## src/rtl/ysyx_25040111_exu.sv

```systemverilog
// Execute unit: latches one decoded op, drives an external combinational ALU
// from the latched op, captures the writeback result and pulses a fetch
// redirect for taken branches and jumps. States: IDLE -> EXEC -> HOLD.
// Optional performance counters are enabled by defining YSYX_25040111_EXU_PERF_EN.
module ysyx_25040111_exu (
    input  logic        clock,
    input  logic        rst_n,
    input  logic        in_valid,
    output logic        in_ready,
    input  logic [31:0] in_pc,
    input  logic [31:0] in_rs1,
    input  logic [31:0] in_rs2,
    input  logic [31:0] in_imm,
    input  logic [1:0]  in_src1_sel,
    input  logic        in_src2_sel,
    input  logic [2:0]  in_opt,
    input  logic        in_snpc,
    input  logic        in_ext,
    input  logic        in_sign,
    input  logic        in_negate,
    input  logic [1:0]  in_kind,
    input  logic [4:0]  in_rd,
    output logic [31:0] alu_var1,
    output logic [31:0] alu_var2,
    output logic [2:0]  alu_opt,
    output logic        alu_snpc,
    output logic        alu_ext,
    output logic        alu_sign,
    output logic        alu_negate,
    input  logic [31:0] alu_res,
    output logic        out_valid,
    input  logic        out_ready,
    output logic [4:0]  out_rd,
    output logic [31:0] out_data,
`ifdef YSYX_25040111_EXU_PERF_EN
    output logic [31:0] perf_ops,
    output logic [31:0] perf_stall,
`endif
    output logic        redir_valid,
    output logic [31:0] redir_pc
);

    typedef enum logic [1:0] {IDLE, EXEC, HOLD} state_e;
    typedef enum logic [1:0] {K_ALU, K_BRANCH, K_JAL, K_JALR} kind_e;

    typedef struct packed {
        logic [31:0] pc;
        logic [31:0] rs1;
        logic [31:0] rs2;
        logic [31:0] imm;
        logic [1:0]  src1_sel;
        logic        src2_sel;
        logic [2:0]  opt;
        logic        snpc;
        logic        ext;
        logic        sign;
        logic        negate;
        kind_e       kind;
        logic [4:0]  rd;
    } op_t;

    state_e      state_q, state_d;
    op_t         op_q, op_d, in_op;
    logic [4:0]  out_rd_q, out_rd_d;
    logic [31:0] out_data_q, out_data_d;
    logic [31:0] tgt_base, tgt_sum;

    // Pack the decode-side fields into one op record
    always_comb begin
        in_op = '{pc: in_pc, rs1: in_rs1, rs2: in_rs2, imm: in_imm,
                  src1_sel: in_src1_sel, src2_sel: in_src2_sel, opt: in_opt,
                  snpc: in_snpc, ext: in_ext, sign: in_sign, negate: in_negate,
                  kind: kind_e'(in_kind), rd: in_rd};
    end

    // FSM next state, handshake and result capture
    always_comb begin
        state_d    = state_q;
        op_d       = op_q;
        out_rd_d   = out_rd_q;
        out_data_d = out_data_q;
        in_ready   = 1'b0;
        case (state_q)
            IDLE: begin
                in_ready = 1'b1;
                if (in_valid) begin
                    op_d    = in_op;
                    state_d = EXEC;
                end
            end
            EXEC: begin
                state_d = HOLD;
                if (op_q.kind == K_BRANCH) begin
                    out_rd_d   = '0;
                    out_data_d = '0;
                end else begin
                    out_rd_d   = op_q.rd;
                    out_data_d = alu_res;
                end
            end
            HOLD: begin
                in_ready = out_ready;
                if (out_ready) begin
                    if (in_valid) begin
                        op_d    = in_op;
                        state_d = EXEC;
                    end else begin
                        state_d = IDLE;
                    end
                end
            end
            default: state_d = IDLE;
        endcase
    end

    // ALU operands come only from the latched op
    always_comb begin
        case (op_q.src1_sel)
            2'd0:    alu_var1 = op_q.rs1;
            2'd1:    alu_var1 = op_q.pc;
            default: alu_var1 = '0;
        endcase
        alu_var2   = op_q.src2_sel ? op_q.imm : op_q.rs2;
        alu_opt    = op_q.opt;
        alu_snpc   = op_q.snpc;
        alu_ext    = op_q.ext;
        alu_sign   = op_q.sign;
        alu_negate = op_q.negate;
    end

    // Redirect target from a dedicated adder; jalr clears bit 0
    always_comb begin
        tgt_base = (op_q.kind == K_JALR) ? op_q.rs1 : op_q.pc;
        tgt_sum  = tgt_base + op_q.imm;
        redir_pc = (op_q.kind == K_JALR) ? {tgt_sum[31:1], 1'b0} : tgt_sum;
        redir_valid = 1'b0;
        if (state_q == EXEC) begin
            case (op_q.kind)
                K_BRANCH: redir_valid = alu_res[0];
                K_JAL,
                K_JALR:   redir_valid = 1'b1;
                default:  redir_valid = 1'b0;
            endcase
        end
    end

    assign out_valid = (state_q == HOLD);
    assign out_rd    = out_rd_q;
    assign out_data  = out_data_q;

    // State, op and output registers
    always_ff @(posedge clock or negedge rst_n) begin
        if (!rst_n) begin
            state_q    <= IDLE;
            op_q       <= '0;
            out_rd_q   <= '0;
            out_data_q <= '0;
        end else begin
            state_q    <= state_d;
            op_q       <= op_d;
            out_rd_q   <= out_rd_d;
            out_data_q <= out_data_d;
        end
    end

`ifdef YSYX_25040111_EXU_PERF_EN
    logic [31:0] perf_ops_q, perf_ops_d, perf_stall_q, perf_stall_d;

    // Count completed writeback handshakes and back-pressured HOLD cycles
    always_comb begin
        perf_ops_d   = perf_ops_q;
        perf_stall_d = perf_stall_q;
        if (state_q == HOLD) begin
            if (out_ready) perf_ops_d   = perf_ops_q + 32'd1;
            else           perf_stall_d = perf_stall_q + 32'd1;
        end
    end

    // Performance counter registers
    always_ff @(posedge clock or negedge rst_n) begin
        if (!rst_n) begin
            perf_ops_q   <= '0;
            perf_stall_q <= '0;
        end else begin
            perf_ops_q   <= perf_ops_d;
            perf_stall_q <= perf_stall_d;
        end
    end

    assign perf_ops   = perf_ops_q;
    assign perf_stall = perf_stall_q;
`endif

endmodule

```

## config.mk

```make
export PLATFORM = sky130hd
export DESIGN_NAME = ysyx_25040111_exu
export DESIGN_NICKNAME = d
export VERILOG_FILES = /design/src/rtl/ysyx_25040111_exu.sv
export SDC_FILE = /design/constraint.sdc
export NUM_CORES = 1
export LEC_CHECK = 0
export BUFFER_PORTS_ARGS = -buffer_cell sky130_fd_sc_hd__buf_2
export CAP_MARGIN = 10
export CORE_MARGIN = 4
export CORE_UTILIZATION = 45
export DETAILED_ROUTE_END_ITERATION = 7
export PLACE_DENSITY = 0.72
export SLEW_MARGIN = 30
export SYNTH_ARGS = -nofsm -noshare
export SYNTH_HDL_FRONTEND = slang
export SYNTH_SLANG_ARGS = --single-unit
```

## constraint.sdc

```tcl
create_clock -name clock -period 4.8 [get_ports clock]
set_input_delay 0.96 -clock clock [delete_from_list [all_inputs] [get_ports clock]]
set_output_delay 0.96 -clock clock [all_outputs]
set_load 0.05 [all_outputs]
```

Yosys cells after proc, flatten, opt, wreduce, memory -nomap -nowiden

Index checks and enable logic that the tools add are counted.

Bits in registers: 184
Input bits: 181
Output and inout port bits: 143
Logic and storage cells: 47

Multiplexer cells: 16
Add/subtract/negate cells: 1
Reductions and logical operators: 6
Eq/ne operators: 8

Operator list:

| operator                                                         | count |
|---|---|
| 145-bit two-way mux                                              | 2 |
| 145-bit case mux with 2 select lines                             | 1 |
| 32-bit two-way mux                                               | 3 |
| 32-bit case mux with 2 select lines                              | 1 |
| 32-bit adder                                                     | 1 |
| 2-bit by 1-bit == test with 1-bit output (second input constant) | 3 |
| 2-bit == test (second input constant)                            | 3 |
| 2-bit case mux with 3 select lines                               | 1 |
| 5-bit two-way mux                                                | 1 |
| 2-bit zero test                                                  | 2 |
| 2-bit two-way mux                                                | 2 |
| 1-bit case mux with 2 select lines                               | 2 |
| 2-bit AND reduction                                              | 2 |
| 1-bit two-way mux                                                | 3 |
| 2-bit by 1-bit != test with 1-bit output (second input constant) | 1 |
| 2-bit != test (second input constant)                            | 1 |
| 2-bit nonzero test                                               | 1 |
| 2-bit OR reduction                                               | 1 |

Depth between registers and ports, before layout

Gate-level depths: netlist of the first run.

Word-level depth: 4
Depth in mapped cells: 13
Gate-level depth less buffers: 12

Worst setup path after synthesis of the first run

No wires, ideal clock.

Path kind: flip-flop to output port
Start: register op_q[5] in the netlist's numbering
End: output redir_pc[29]
Data required time: 3.840 ns
Arrival time: 4.662 ns
Buffers on the path: 1
Cell stages (with the launch flop): 12
Slack: -0.822 ns
Cell sequence: dfrtp_1 -> nand2_1 -> clkbuf_1 -> mux2_2 -> ha_1 -> a21oi_1 -> a21boi_0 -> a311oi_4 -> o21ai_2 -> a211o_1 -> mux2i_1 -> a2111oi_1

Cells in the longest elaborated chain, start to end: 3

RTL lines:

| what                   | RTL line | source |
|---|---|---|
| from (decl)            | 63       | `op_t op_q, op_d, in_op;` |
| from (signal assigned) | 160      | `op_q <= op_d;` |
| 2-bit == test          | 133      | `tgt_base = (op_q.kind == K_JALR) ? op_q.rs1 : op_q.pc;` |
| 32-bit two-way mux     | 133      |  |
| 32-bit adder           | 134      | `tgt_sum = tgt_base + op_q.imm;` |
| to (decl)              | 40       | `output logic [31:0] redir_pc` |

No other way between the ends.

Worst setup path after layout of the first run

Start: register op_q[5] in the netlist's numbering
End: output redir_pc[25]

The elaborated chain is that of the path after synthesis.

==> impl_summary.md, run 1 <==
Outcome
The flow ran to the end, and the final reports show no timing, DRC or antenna violations.

Power
The analysis attributes to cell leakage a power of about 6.1 nW. In this run the power density over the cells is between 800 and 900 nW/µm². The peak supply drop is 0.3888 mV.

CTS
Clock tree synthesis found a total of ~180 sinks. The later pin in the worst-skew pair is clocked with a latency of ~0.44 ns. The depth of the CTS H-tree is 4.

TritonCTS built the clock tree. The buffer levels on the longest clock path is 2. Clock-pin slew was measured on the worst setup and hold paths at ~0.080 ns. In this run, CTS created clock tree buffers numbering 17. The root buffer cell chosen for the clock tree is sky130_fd_sc_hd__clkbuf_16.

Global routing
The first-pass GRT wire length is roughly 43000 µm. Entering global routing, the biggest net connects 95 pins. Across every metal layer, demand over resource in global routing totals about 22%. After global routing the overflow that remains totals 0. The initial antenna violation count came to 4. The number of global-route vias before repair is 7898.

Drt
The first TritonRoute pass finished after 5 iterations. The routed design has ~28000 µm of wire. The iteration-0 DRC count of the detailed router is 504. Once detail routing completed, the nets flagged for antenna violations numbered 0.

The total number of vias is around 7600. After detailed routing, the number of remaining DRC violations is 0. The mean routed wirelength per cell is approximately 20 µm. After detailed routing, the number of vias per cell comes to about 5.4.

Placement
Detailed placement ended at an HPWL of 20210 µm. The routability congestion estimate from global placement is between 0.9 and 1. The number of buffer cells added on primary ports is between 300 and 400. Timing analysis after detailed placement gives a worst setup slack of -0.001764 ns. In this run the cell area measured after placement is roughly 12000 µm².

Critical path
For the worst flop-to-flop path, the logic depth is 4. The critical path class is flop to primary output. STA puts the critical path data arrival time at 3.79 ns. STA puts the critical path data required time at approximately 3.8 ns. The element type at the critical path end is a primary output. The worst setup path startpoint is op_q[5]. The setup check on the worst reg-to-reg path leaves a slack of 2.91 ns. The reg-to-reg critical path startpoint is state_q[0]. The worst flop-to-flop path endpoint is op_q[114]. In this run the worst path has a maximum fanout of 7. The worst setup path is launched from a flop.

Yosys
Ranked by total cell area, the synthesized netlist is headed by sky130_fd_sc_hd__dfrtp_1, sky130_fd_sc_hd__mux2_2, sky130_fd_sc_hd__ha_1. Ranked by instance count, the synthesized netlist is headed by sky130_fd_sc_hd__mux2_2, sky130_fd_sc_hd__dfrtp_1, sky130_fd_sc_hd__nor2_1. The net count after synthesis is 1016. The number of synthesized flops with an enable pin is 0. sky130_fd_sc_hd__mux2_2 is the most common cell in the netlist. The mux cell area share after synthesis is a little over a quarter. The proportion of netlist area held by the largest area contributor is ~47%. The synthesized area per cell is around 12 µm². The mapped netlist covers about 10000 µm². The cell taking the most area after synthesis is sky130_fd_sc_hd__dfrtp_1. The sequential area share after synthesis is about 47%. The proportion of synthesized flip-flops having asynchronous set or reset is between 90% and 100%. The adder and majority cell fraction of the synthesized area is under 10%.

In this run, synthesis produced a sequential element count of 184. The post-synthesis share of cell area spent on and, or, nand and nor gates is slightly above 5%. The main combinational cell family by area after synthesis is multiplexers. The xor and xnor area share after synthesis is between 2 and 3%. The leading register cell type out of synthesis is sky130_fd_sc_hd__dfrtp_1. Summing the areas of all compound-gate instances in the mapped netlist gives between 10 and 15% of the synthesized area. The netlist uses 57 different library cells. The number of instances in the synthesized netlist is 800. During synthesis, Yosys emitted a total of 0 warnings.

Timing
The worst-case headroom to the max-slew limit is between 40% and 50%. The maximum clock frequency is 210.6 MHz. Setup violations remaining at the end of the flow were counted as 0.

Of the available clock period, the critical path in the final layout requires between 90% and 100%. The clock arrives with roughly 0.016 ns of skew. For the pin with the worst max-slew slack, the measured transition is roughly 0.86 ns. The max-slew violation count is 0.

The final count of hold timing violations came to 0. The final-layout worst hold slack is 0.4525 ns. The time the worst path needs with I/O delays and setup is approximately 4.7 ns. Setup slack closes at roughly 0.052 ns. The final setup TNS is 0 ns.

Final layout
The finished cells cover approximately 13000 µm². From synthesis to final layout, the design area changed by 29.64%. Cells with a size suffix above 1 make up 55.67% of the layout. In the final design database the tool counted between 1000 and 1500 nets.

Worst hold path
The worst min-delay path category is input pin to async pin.

Floorplan
The count of pins on the block boundary is 324. The initialized floorplan defines 53 standard-cell rows. In this run the horizontal extent of the chip is 155.3 µm. The initial utilization of the core area, before any placement, comes to approximately 46%.

After floorplanning, the core was sized to cover ~21000 µm². The die is 155.3 µm tall. The floorplan step defined a die boundary enclosing 24130 µm².

Run
The tool flagged a number of max-cap violations equal to 0.
[timing repair]
item,4_1_cts,5_1_grt
pin swaps,5,21
resized for setup,19,22
endpoints found under the setup margin,10,11
hold buffers,0,0
hold endpoints to repair,0,0
setup buffers,3,16
cloned,0,0
[layer usage]
layer	track usage [%]	wire (µm)	vias to the layer above
met5	0	0	-
li1	-	-	3589
met1	28.90	11860	3755
met2	36.82	13570	211
met4	7.086	550	0
met3	6.120	1729	37
[cells in the final DEF (no fill, tap or decap), drive strengths merged, types with 3 or more instances in the layout]
cell,synthesis,routed
o21ai,15,15
and2,4,4
xnor2,20,20
o21bai,7,7
dfrtp,184,184
diode,0,4
o211ai,3,3
nor2,49,49
inv,13,19
a211oi,3,3
a311oi,3,3
a22o,37,37
a21o,14,14
buf,20,353
ha,34,34
clkinv,0,8
mux2i,34,34
a221oi,4,4
mux2,206,206
nand4,8,8
xor2,8,8
and3,3,3
o21a,4,4
or3,3,3
o41ai,3,3
nor3,6,6
nand2,24,24
clkbuf,31,20
a21oi,30,30
nand3,7,7
[sequential cells by signal, indices dropped and copies added (netlist names)]
signal	count
op_q	138
out_rd	5
alu_negate	1
alu_sign	1
alu_ext	1
out_data	32
alu_snpc	1
alu_opt	3
state_q	2
[worst max-delay path, cell delays in order (launching register included)]
cell and delay (ns):
sky130_fd_sc_hd__dfrtp_1 0.41, sky130_fd_sc_hd__nand2_4 0.15, sky130_fd_sc_hd__buf_6 0.14, sky130_fd_sc_hd__mux2_2 0.35, sky130_fd_sc_hd__ha_1 0.31, sky130_fd_sc_hd__a211oi_2 0.29
sky130_fd_sc_hd__o211ai_2 0.17, sky130_fd_sc_hd__a311oi_4 0.33, sky130_fd_sc_hd__o21ai_2 0.12, sky130_fd_sc_hd__a211o_1 0.37, sky130_fd_sc_hd__buf_4 0.15, sky130_fd_sc_hd__a21oi_1 0.16
sky130_fd_sc_hd__xnor2_1 0.13, sky130_fd_sc_hd__clkbuf_4 0.25
[power breakdown]
part	leakage (nW)	internal, mW	switching, mW	total [mW]
clock network	0.305	0.759	0.723	1.48
logic	3.58	2.13	4.48	6.61
registers	2.19	2.00	0.374	2.37
total	6.07	4.89	5.58	10.5
[worst max path at each step]
stage,to,depth (start not counted)
2_1_floorplan,redir_pc[24],13
3_3_place_gp,redir_pc[28],13
3_5_place_dp,redir_pc[28],13
4_1_cts,redir_pc[31],13
5_1_grt,redir_pc[28],13
6_report,redir_pc[25],13
[area by class of cell]
| cell class | instances | area, µm² |
|---|---|---|
| Fill cell | 1796 | 8556 |
| Multi-Input combinational cell | 552 | 5060 |
| Sequential cell | 184 | 4607 |
| Timing Repair Buffer | 356 | 1964 |
| Clock buffer | 17 | 425.4 |
| Tap cell | 275 | 344.1 |
| Clock inverter | 15 | 205.2 |
| Inverter | 13 | 48.80 |
| Antenna cell | 4 | 10.01 |
[kinds of logic after synthesis]
| kind of cell | after synthesis |
|---|---|
| mux | 240 |
| flops | 184 |
| compound gates | 138 |
| simple gates | 111 |
| buf+inv | 64 |
| fa+ha+maj | 35 |
| xor+xnor | 28 |
[through the flow]
step / utilization [%] / instances / power, mW
floorplan: - / 800 / 7.142
global placement: 55.04 / 1360 / 8.623
detailed placement: 55.17 / 1361 / 8.689
CTS: 58.68 / 1396 / 10.34
global route: 59.68 / 1416 / 11.00
finish: 59.68 / 1416 / 10.47
(Power assumes the default switching activity.)
==> inputs of run 2 (changes only) <==
Settings changed: CELL_PAD_IN_SITES_DETAIL_PLACEMENT set to 0, CELL_PAD_IN_SITES_GLOBAL_PLACEMENT set to 1, CORE_UTILIZATION 45 to 40, PLACE_DENSITY 0.72 to unset, PLACE_DENSITY_LB_ADDON set to 0.1.
==> run 2 against run 1 <==
  * Maximum frequency up 1.8%
  * Sequential share of layout area up 0.15 points
  * Final cell count up 2.0%
  * Setup slack better by 0.086 ns
  * First-iteration DRC count down 41%
  * Worst hold slack worse by 0.078 ns
  * Register-to-register slack worse by 0.34 ns
  * Critical path depth down 1
  * Count of clock-buffer cells in the layout unchanged
  * Non-clock buffer count down 13
  * Critical endpoint is now redir_pc[31]
  * Largest cell class unchanged
  * Highest routed layer is now met5
==> impl_summary.md, run 2 (synthesized netlist as in run 1, its figures left out) <==
Drt
The iteration-0 DRC count of the detailed router is 297 (-41%). The final routed DRC violation total was 0 (unchanged). The average vias per placed instance is 5.109 (-4.7%). The mean routed wirelength per cell is 18.64 µm (-4.7%). The total number of vias was 7377 (-2.8%). The post-detailed-route count of antenna-violating nets is 0 (unchanged).

The total detailed-routing wirelength is 26920 µm (-2.8%). The iteration count of the initial detailed-routing pass is 4 (-1).

Placement
The final HPWL from detailed placement is 19910 µm (-1.5%). The routability congestion estimate from global placement came to 0.8031 (-11%). The number of buffer cells added on primary ports is 323 (unchanged). The post-placement setup slack came to 0.07071 ns (+0.07247 ns).

Timing
The final count of hold timing violations is 0 (unchanged). The final setup slack of the worst path is 0.1376 ns (+0.08551 ns). The transition time at the pin with the least slew margin was 0.8989 ns (+0.03691 ns). The final worst-path cycle share was 97.13% (-1.8 points). The maximum clock skew at final layout is 0.01301 ns (-0.003391 ns). The max-slew violation count is 0 (unchanged).

The maximum clock frequency is 214.5 MHz (+1.8%). The time the worst path needs with I/O delays and setup is 4.662 ns (-0.08551 ns). The final-layout worst hold slack was 0.3750 ns (-0.07752 ns).

The worst-case headroom to the max-slew limit was 40.08% (-2.5 points). The final setup TNS is 0 ns (unchanged). The final number of setup-violating endpoints is 0 (unchanged).

Final layout
The share of post-route cells with drive strength above 1 came to 55.16% (-0.51 points). Leaving out fill and tap cells, the most frequent cells in the layout are sky130_fd_sc_hd__buf_2, sky130_fd_sc_hd__mux2_2, sky130_fd_sc_hd__dfrtp_1, sky130_fd_sc_hd__nor2_1, sky130_fd_sc_hd__a22o_1. The final layout net count was 1327 (-0.97%). The area overhead of the layout relative to synthesis is 29.16%. Ranked by flip-flop count, first place goes to op_q. The flip-flop count of the largest register, all copies and words added is 138 (unchanged). The commonest non-fill, non-tap cell in the layout is sky130_fd_sc_hd__buf_2.

Power
The overall power of the completed layout is 10.29 mW (-1.7%). The cell internal power dissipation is 4.775 mW (-2.4%). The clock share of power is 14.0% (-0.2 points). The fraction of power consumed by sequential logic was 23.1% (+0.4 points). The power density normalized to cell area is 815.6 nW/µm² (-1.3%). The leakage power total is 6.000 nW (-1.1%). The switching part of the total power was 53.61% (+0.33 points). The switching power of the nets was 5.517 mW (-1.1%). The combinational cell fraction of total power is 62.9% (-0.3 points). The peak supply drop was 0.4311 mV (+11%).

Critical path
The critical path goes through nand2_2 > buf_8 > mux2_2 > ha_1 > a21oi_2 > a21boi_0 > a311oi_4 > o21a_4 > a21oi_2 > or4_1 > nand3_1 > buf_4. The critical path startpoint category is a flop. The path depth of the worst reg2reg path is 4 (unchanged). The critical path's largest stage delay was 0.51 ns (+0.10 ns). The worst setup path endpoint is redir_pc[31].

Among all stages on the critical path, the largest delay is contributed by sky130_fd_sc_hd__or4_1. The worst setup slack for register-to-register paths is 2.57 ns (-0.34 ns). The cell occurring most often along the worst timing path is sky130_fd_sc_hd__a21oi_2.

STA classifies the critical path endpoint as a primary output. The endpoint arrival time on the critical path is 3.70 ns (-0.09 ns). In this run the critical register-to-register path is captured at op_q[38]. Tracing the worst setup path back leads to its startpoint at op_q[6].

The reg-to-reg critical path startpoint is state_q[0]. The maximum fanout along the worst path is 11 (+4). The data required time at the worst endpoint is 3.84 ns (about the same).

The critical path in this run is classified as flop to primary output.

Outcome
The flow ran to the end, and the final reports show no timing, DRC or antenna violations.

Floorplan
The height of the die is 164.3 µm (+5.8%). The area of the placeable core came to 23750 µm² (+12%). The effective utilization at floorplan was 41.13% (-4.9 points). The x dimension of the die was 164.3 µm (+5.8%). The count of pins on the block boundary is 324 (unchanged). The number of placement rows is 56 (+5.7%).

The area of the die is 26990 µm² (+12%).

Global routing
The initial antenna violation count is 6 (+2). The number of global-route vias before repair is 7735 (-2.1%). The largest net degree at the start of global routing is 114 (+20%).

The combined global-route utilization of all metal layers was 19.68% (-2.7 points). The first-pass GRT wire length was 41840 µm (-2.2%). The aggregate global routing overflow was 0 (unchanged).

CTS
The number of buffers created by CTS is 17 (unchanged). TritonCTS built the clock tree. The source-to-sink clock delay at the later pin of the worst-skew pair is 0.43 ns (about the same). The clock-pin slew on the worst setup and hold paths is 0.08 ns (about the same). The number of clock sinks seen by CTS came to 184 (unchanged). Clock tree synthesis selected as its root buffer the cell sky130_fd_sc_hd__clkbuf_16. The buffer levels on the longest clock path was 2 (unchanged).

The depth of the CTS H-tree is 4 (unchanged). The quantity of hold-fixing buffers added after cts is 0 (unchanged).

Worst hold path
The worst min-delay path category is input pin to async pin.

Run
The number of max-cap violations was 0 (unchanged).
[run 2: changes by cell type in the layout (fill, tap and decap cells not counted), moves of 2 or more]
cell	delta
sky130_fd_sc_hd__a21oi_1	-2
sky130_fd_sc_hd__diode_2	-3
sky130_fd_sc_hd__a21oi_2	+3
sky130_fd_sc_hd__ha_2	-2
sky130_fd_sc_hd__ha_4	+2
sky130_fd_sc_hd__inv_12	+2
sky130_fd_sc_hd__clkinv_4	-2
sky130_fd_sc_hd__clkinvlp_4	+2
sky130_fd_sc_hd__buf_4	-12
[run 2: layout make-up]
cell class                 count  area, µm²
clock buffer                  17      425.4
multi-input combinational    552       5081
tap                          319      399.1
clock inverter                15      193.9
sequential                   184       4609
antenna                        1      2.502
inverter                      13      48.80
fill                        2143      11130
timing repair buffer         343       1858
[run 2: how the worst min path moves through the flow]
stage          cells past startpoint  slack, ns         to
6_report                           1       0.38   op_q[59]
5_1_grt                            1       0.37   op_q[59]
4_1_cts                            1       0.49  out_rd[2]
3_5_place_dp                       1       0.48  out_rd[2]
3_3_place_gp                       1       0.47  out_rd[1]
2_1_floorplan                      1       0.46  out_rd[0]
[run 2: stage by stage]
step	util, %	area (µm²)	cells
after CTS	52.41	12450	1440
after floorplan	-	9793	800
after global placement	49.36	11730	1403
after detailed placement	49.37	11730	1403
final	53.12	12620	1444
after global routing	53.12	12620	1444
[run 2: critical path, delay by kind of cell, from the launching register on]
family	cells	cell delay [ns]
AND/OR/NAND/NOR	3	0.73
AO/OA/AOI/OAI	5	1.06
flip-flops	1	0.39
multiplexers	1	0.35
buffers and inverters	2	0.37
adder cells (fa/ha/maj)	1	0.37
[run 2: power by group through the flow]
stage / registers [mW] / clock network [mW] / logic [mW]
after global routing: 2.44 / 1.56 / 6.86
after floorplan: 2.73 / 0 / 4.41
final: 2.37 / 1.44 / 6.48
after global placement: 2.40 / 0 / 6.26
after detailed placement: 2.39 / 0 / 6.27
after CTS: 2.37 / 1.50 / 6.41
[run 2: per-layer routing]
layer / up-vias / share of wire [%] / track usage, %
li1: 3551 / - / -
met1: 3580 / 44 / 25.42
met2: 213 / 48 / 32.05
met3: 23 / 7.7 / 6.675
met4: 10 / 0.87 / 4.575
met5: - / 0.18 / 0
[run 2: repair_timing]
| action | in CTS | in global routing |
|---|---|---|
| pin swaps | 7 | 7 |
| setup endpoints to repair | 10 | 9 |
| resized for setup | 17 | 23 |
| buffers inserted | 5 | 2 |
